$ cat src/rtl/sopc_run_ctrl.sv
`timescale 1ns/1ps
// sopc_run_ctrl: holds all core domains in reset after rst, releases them
// one by one on a fixed stagger, runs for a bounded number of cycles, then
// stops with every domain back in reset until a restart request.

// Per-domain release decode: high once the sequence edge count reaches
// this domain's release edge.
module sopc_run_dom #(
  parameter int SEQ_W    = 4,
  parameter int REL_EDGE = 1
) (
  input  logic [SEQ_W-1:0] edge_i,
  output logic             rel_o
);
  localparam logic [SEQ_W-1:0] REL = SEQ_W'(REL_EDGE);
  assign rel_o = (edge_i >= REL);
endmodule

module sopc_run_ctrl #(
  parameter int NUM_DOM     = 2,
  parameter int HOLD_CYCLES = 10,
  parameter int STAGGER     = 2,
  parameter int RUN_CYCLES  = 50,
  parameter int CNT_W       = 32
) (
  input  logic               clk,
  input  logic               rst,
  input  logic               halt_req,
  input  logic               restart,
  output logic [NUM_DOM-1:0] dom_rst,
  output logic [CNT_W-1:0]   cycle_cnt,
  output logic               running,
  output logic               stopped,
  output logic               timeout
);
  typedef enum logic [1:0] {S_HOLD, S_RELEASE, S_RUN, S_STOP} state_e;

  // Release edge of domain d, counted from the first edge after rst/restart;
  // edge 1 is the earliest any domain can leave reset.
  function automatic int rel_edge(input int d);
    int e;
    e = HOLD_CYCLES + d * STAGGER;
    return (e < 1) ? 1 : e;
  endfunction

  localparam int HOLD_END = (HOLD_CYCLES < 1) ? 1 : HOLD_CYCLES;
  localparam int LAST_REL = rel_edge(NUM_DOM - 1);
  // Sequence counter stops at LAST_REL, so it never needs to wrap.
  localparam int SEQ_W    = $clog2(LAST_REL + 2);
  localparam logic [SEQ_W-1:0] HOLD_END_V = SEQ_W'(HOLD_END);
  localparam logic [SEQ_W-1:0] LAST_REL_V = SEQ_W'(LAST_REL);
  localparam logic [63:0]      RUN_LIM    = 64'(RUN_CYCLES);

  state_e               state_q, state_d;
  logic [SEQ_W-1:0]     seq_q, seq_d, edge_nxt;
  logic [NUM_DOM-1:0]   dom_rst_q, dom_rst_d, rel;
  logic [CNT_W-1:0]     cycle_cnt_q, cycle_cnt_d, cnt_inc;
  logic                 running_q, running_d;
  logic                 stopped_q, stopped_d;
  logic                 timeout_q, timeout_d;

  assign edge_nxt = seq_q + SEQ_W'(1);
  assign cnt_inc  = (cycle_cnt_q == '1) ? cycle_cnt_q : cycle_cnt_q + CNT_W'(1);

  for (genvar g = 0; g < NUM_DOM; g++) begin : g_dom
    sopc_run_dom #(.SEQ_W(SEQ_W), .REL_EDGE(rel_edge(g))) u_dom (
      .edge_i (edge_nxt),
      .rel_o  (rel[g])
    );
  end

  // Next-state and next-output decode for the sequencer.
  always_comb begin
    state_d     = state_q;
    seq_d       = seq_q;
    dom_rst_d   = dom_rst_q;
    cycle_cnt_d = cycle_cnt_q;
    running_d   = running_q;
    stopped_d   = stopped_q;
    timeout_d   = timeout_q;
    case (state_q)
      S_HOLD, S_RELEASE: begin
        seq_d     = edge_nxt;
        dom_rst_d = dom_rst_q & ~rel;
        if (edge_nxt >= LAST_REL_V) begin
          state_d     = S_RUN;
          dom_rst_d   = '0;
          running_d   = 1'b1;
          cycle_cnt_d = '0;
        end else if (edge_nxt >= HOLD_END_V) begin
          state_d = S_RELEASE;
        end
      end
      S_RUN: begin
        cycle_cnt_d = cnt_inc;
        // Halt has priority, so a halt on the expiry edge leaves timeout low.
        if (halt_req) begin
          state_d   = S_STOP;
          dom_rst_d = '1;
          running_d = 1'b0;
          stopped_d = 1'b1;
          timeout_d = 1'b0;
        end else if ((RUN_CYCLES != 0) && (64'(cnt_inc) == RUN_LIM)) begin
          state_d   = S_STOP;
          dom_rst_d = '1;
          running_d = 1'b0;
          stopped_d = 1'b1;
          timeout_d = 1'b1;
        end
      end
      S_STOP: begin
        // The restart edge is edge 0 of the new sequence.
        if (restart) begin
          state_d     = S_HOLD;
          seq_d       = '0;
          dom_rst_d   = '1;
          cycle_cnt_d = '0;
          stopped_d   = 1'b0;
          timeout_d   = 1'b0;
        end
      end
      default: state_d = S_HOLD;
    endcase
  end

  // State and registered outputs; rst low forces the fresh-sequence state.
  always_ff @(posedge clk) begin
    if (!rst) begin
      state_q     <= S_HOLD;
      seq_q       <= '0;
      dom_rst_q   <= '1;
      cycle_cnt_q <= '0;
      running_q   <= 1'b0;
      stopped_q   <= 1'b0;
      timeout_q   <= 1'b0;
    end else begin
      state_q     <= state_d;
      seq_q       <= seq_d;
      dom_rst_q   <= dom_rst_d;
      cycle_cnt_q <= cycle_cnt_d;
      running_q   <= running_d;
      stopped_q   <= stopped_d;
      timeout_q   <= timeout_d;
    end
  end

  assign dom_rst   = dom_rst_q;
  assign cycle_cnt = cycle_cnt_q;
  assign running   = running_q;
  assign stopped   = stopped_q;
  assign timeout   = timeout_q;
endmodule
$ cat config.mk
export PLATFORM = sky130hd
export DESIGN_NAME = sopc_run_ctrl
export DESIGN_NICKNAME = d
export VERILOG_FILES = /design/src/rtl/sopc_run_ctrl.sv
export SDC_FILE = /design/constraint.sdc
export NUM_CORES = 1
export LEC_CHECK = 0
export CAP_MARGIN = 10
export CORE_ASPECT_RATIO = 1.75
export CORE_MARGIN = 2
export CORE_UTILIZATION = 55
export DETAILED_ROUTE_END_ITERATION = 6
export PLACE_DENSITY = 0.8
export SLEW_MARGIN = 20
export SYNTH_ARGS = -nofsm -noshare
export SYNTH_HDL_FRONTEND = slang
export SYNTH_SLANG_ARGS = --single-unit
$ cat constraint.sdc
create_clock -name clk -period 4.2 [get_ports clk]
set_input_delay 0.42 -clock clk [delete_from_list [all_inputs] [get_ports clk]]
set_output_delay 0.42 -clock clk [all_outputs]
set_load 0.1 [all_outputs]
==> flow_summary.ini, run 1 <==
[run_status]
status = finished, final reports clean

[timing]
post-route-period-util = 0.852
max_freq_mhz = 280
post-route-min-period_ns = 3.58
hold_viol = 0
worst_pin_slew_ns = 1.03
setup_viol = 0
rsz0062_at_grt = no
fin_skew_ns = 0.00699
setup_tns_ns = 0
slew_viol_final = 0
slew_headroom = 0.312

[floorplanning]
io_pins = 41
die-height_um = 103
rows = 36
start_util = 0.560
die_x_um = 60.6
core_mm2 = 0.00550
die_area_mm2 = 0.00624

[detailed_routing]
detail-route-antenna-nets = 0
vias = 3431
via_per_inst = 6.54
detail_route.wl_per_cell_um = 18.3
route.detailed.drc = 0
drt_wl_total_um = 9610
drt-initial-drc-count = 241
dr.pass1.iters = 6

[clock_network]
cts_tree = done
clk_pin_slew_ns = 0.08
hold_buffers = 0
clockBufferDepth = 2
cts_buffers = 5
htreeDepth = 2
cts_setup_buffers = 0
clk_latency_ns = 0.30
cts_resized = 0
cts_root_buffer = clkbuf_8
clock-sinks = 43

[power_and_ir_drop]
p_leak_nw = 1.06
cellPowerDensity_mw_per_mm2 = 198
irDropWorstVdd_mv = 0.173

[setup_path]
crit_path_top_delay_cell = or3_1
cpPeakStageDelay_ns = 0.68
path_class = reg -> reg
crit_required_ns = 4.39
start_kind = register
cp_top_family = simple AND/OR/NAND/NOR gates
path_buf_inv = 0
crit_chain = ha_1 -> nand4_1 -> or4_1 -> or3_1 -> a211oi_2 -> o22ai_1 -> a2111oi_4 -> nand3_2 -> o21a_1
end_kind = register
path_max_fanout = 19
arrival_ns = 3.76

[cells_and_area]
nets = 454
diodes = 0
fin_area_mm2 = 0.00353
layout-drive-gt1-share = 0.0468
final_common_cell = nor2_1
most-common-layout-cells = 54 x nor2_1, 43 x dfxtp_1, 40 x clkdlybuf4s50_1
areaGrowthSynthToFinish_pct = 14.8

[placed_design]
place.gp.congestion = 0.954
place_area_mm2 = 0.00345
place_hpwl_um = 6880
portBuffers = 40

[synthesis]
ys_warn_count = 0
ys.flop_type = dfxtp_1
syn_nets = 437
synth_cell_type_count = 61
ys_seq_area_frac = 0.280
synth_area_per_cell_um2 = 7.14
syn_area_mm2 = 0.00308
synthCells = 431
ys_ff_latch = 43
synth_edf_count = 0
synth_async_sr_flop_share = 0

[global_route]
grt_max_degree = 29
grt_pass1_wl_um = 15500
antenna_found_initial = 0
grt_usage = 0.325
grt_overflow_total = 0
grt_pass1_vias = 3161

[worst_hold_path]
min_path_type = reg -> reg

[job]
drv_cap = 0
## flip-flops by register name, summed over array words and instances, names as in the netlist
signal     cells
stopped        1
dom_rst        2
seq_q          4
cycle_cnt     32
running        1
state_q        2
timeout        1
## final timing paths
| check | slack [ns] | cells after the start | startpoint | to |
|---|---|---|---|---|
| min | 0.49 | 2 | dom_rst[0] | dom_rst[0] |
| min reg2reg | 0.49 | 2 | dom_rst[0] | dom_rst[0] |
| max reg2reg | 0.62 | 9 | cycle_cnt[0] | running |
| max | 0.62 | 9 | cycle_cnt[0] | running |
## layer usage
metal	track usage	routed length [µm]	vias up
met5	0	0	-
met4	0.191	486	0
met3	0.0489	562	41
met2	0.546	4870	158
met1	0.378	3690	1597
li1	-	-	1635
## worst register-to-register path: cells and delay by family, from the launching register on
family | cells | cell delay, ns
AOI/OAI and AO/OA | 4 | 0.93
adders and majority gates | 1 | 0.31
DFF | 1 | 0.47
and+or+nand+nor | 4 | 1.76
## cells by family after synthesis
family / after synthesis / synth area share
AO/OA/AOI/OAI: 111 / 0.234
XOR/XNOR: 15 / 0.0427
adder cells (fa/ha/maj): 2 / 0.00813
buffers and inverters: 47 / 0.0666
flip-flops: 43 / 0.280
multiplexers: 1 / 0.00325
AND/OR/NAND/NOR: 212 / 0.365
## through the flow
stage	cells	worst slack (ns)	util	total power, mW	hold WS (ns)
final	525	0.623	0.643	0.699	0.488
after global routing	525	0.396	0.643	0.722	0.527
after CTS	525	0.650	0.643	0.705	0.498
after detailed placement	517	0.669	0.628	0.452	0.480
after global placement	517	0.772	0.628	0.451	0.462
after floorplan	431	0.499	-	0.441	0.470
## synthesized netlist by cell type, types with 5 or more instances
cell	number	area, µm²
nor2_1	54	203
dfxtp_1	43	861
nand2_1	36	135
o21ai_0	34	170
nand3_1	31	155
a21oi_1	29	145
clkbuf_1	23	86.3
nor3_1	21	105
nand4_1	17	106
and4_1	11	96.3
inv_1	11	41.3
xnor2_1	9	78.8
a31oi_1	8	50.1
buf_2	8	40.0
nor4_1	7	43.8
or3_1	7	43.8
or4_1	6	45.0
xor2_1	6	52.6
and2_1	5	31.3
## layout make-up
type / count / area (µm²)
multi-input cells: 341 / 2010
fillers: 529 / 1960
flip-flops and latches: 43 / 861
repair buffers: 45 / 438
well taps: 76 / 95.1
clock buffers: 7 / 76.3
inverters: 12 / 45.0
clock inverters: 1 / 5.00
## power by group
| group | internal, mW | switching [mW] | leakage, nW |
|---|---|---|---|
| sequential | 0.410 | 0.00338 | 0.347 |
| combinational | 0.00938 | 0.0188 | 0.666 |
| clock | 0.117 | 0.140 | 0.0422 |
| total | 0.537 | 0.162 | 1.06 |
Power figures use the tool's default switching activity.
==> run 2, diff against run 1 <==
- RECOVER_POWER: default -> 50
==> run 2 against run 1 <==
Effect of this change: final area down 0.11%; via count grew 0.15%; worst setup slack got worse by 0.0076 ns; fmax down 0.21%; critical path depth did not move; sequential share of layout area about the same; global-route usage did not move; register-to-register slack is essentially flat; power hardly changed; combinational power decreased by 2%; die area did not move; critical endpoint unchanged.
==> flow_summary.ini, run 2 (synthesis gave the netlist of run 1 again) <==
[detailed_routing]
detail_route.wl_per_cell_um = 18.4
drt_wl_total_um = 9640
drt-initial-drc-count = 230
via_per_inst = 6.54
route.detailed.drc = 0
dr.pass1.iters = 5
detail-route-antenna-nets = 0
vias = 3436

[power_and_ir_drop]
power_uw = 699
cellPowerDensity_mw_per_mm2 = 198
p_leak_nw = 1.16
irDropWorstVdd_mv = 0.173

[cells_and_area]
nets = 454
fill_cells = 530
most-common-layout-cells = 54 x nor2_1, 43 x dfxtp_1, 36 x nand2_1
largest_reg_flops = 32
layout.cells.non_filler = 525
final_common_cell = nor2_1
fin_util = 0.642
diodes = 0
areaGrowthSynthToFinish_pct = 14.6
fin_area_mm2 = 0.00353
multi_input_area_mm2 = 0.00201
ff_latch_area_um2 = 861
layout-drive-gt1-share = 0.0445

[setup_path]
timing.rr.start = cycle_cnt[0]
start_kind = register
end_kind = register
path_class = reg -> reg
arrival_ns = 3.77
path_max_fanout = 19
crit_path_start = cycle_cnt[0]
crit_required_ns = 4.39

[floorplanning]
core_mm2 = 0.00550
die_area_mm2 = 0.00624
die_x_um = 60.6
start_util = 0.560
die-height_um = 103
io_pins = 41
rows = 36

[placed_design]
place_area_mm2 = 0.00345
portBuffers = 40
dp_cells = 517
place.gp.congestion = 0.954
place_hpwl_um = 6880
place_ws_ns = 0.669

[timing]
worst_pin_slew_ns = 1.23
setup_tns_ns = 0
max_freq_mhz = 279
final.setup.worst_slack_ns = 0.616
post-route-period-util = 0.853
setup_viol = 0
rsz0062_at_grt = no
fin_skew_ns = 0.00683
timing.hold.ws_ns = 0.483
slew_viol_final = 0
hold_viol = 0
slew_headroom = 0.180
post-route-min-period_ns = 3.58

[global_route]
antenna_found_initial = 0
grt_pass1_wl_um = 15500
grt_usage = 0.325
grt_overflow_total = 0
grt_max_degree = 29
grt_pass1_vias = 3161

[clock_network]
clk_latency_ns = 0.30
clk_pin_slew_ns = 0.08
cts_tree = done
cts_resized = 0
hold_buffers = 0
clock-sinks = 43
cts_buffers = 5
cts_root_buffer = clkbuf_8
cts_setup_buffers = 0
clockBufferDepth = 2
htreeDepth = 2

[worst_hold_path]
min-delay-start = dom_rst[0]
min_path_type = reg -> reg

[job]
drv_cap = 0

[run_status]
status = finished, final reports clean
==> run 2: report_power, final <==
group | switching [mW] | leakage [nW] | internal, mW
registers | 0.00348 | 0.347 | 0.410
clock network | 0.141 | 0.0422 | 0.117
logic | 0.0190 | 0.771 | 0.00870
==> run 2: critical path, cell delays in order (launching register included) <==
cell	delay (ns)
dfxtp_1	0.47
ha_1	0.31
nand4_1	0.24
or4_1	0.64
or3_1	0.68
a211oi_2	0.32
o22ai_1	0.14
a2111oi_4	0.25
nand3_2	0.20
o21a_1	0.23
==> run 2: layout make-up <==
type	instances	share of cell area
clock buffer	7	0.0216
clock inverter	1	0.00142
inverter	12	0.0128
multi-input combinational	341	0.570
sequential	43	0.244
tap	76	0.0269
timing repair buffer	45	0.123
==> run 2: routing by layer <==
layer	part of all wire	vias up	wire length [µm]	track usage
met5	0	-	0	0
met4	0.054	0	522	0.191
met3	0.065	41	626	0.0489
met2	0.50	150	4830	0.546
met1	0.38	1610	3670	0.378
li1	-	1635	-	-
==> run 2: final timing paths <==
kind           endpoint  slack [ns]  cells past startpoint
max             running        0.62                      9
min          dom_rst[0]        0.48                      2
max reg2reg     running        0.62                      9
min reg2reg  dom_rst[0]        0.48                      2
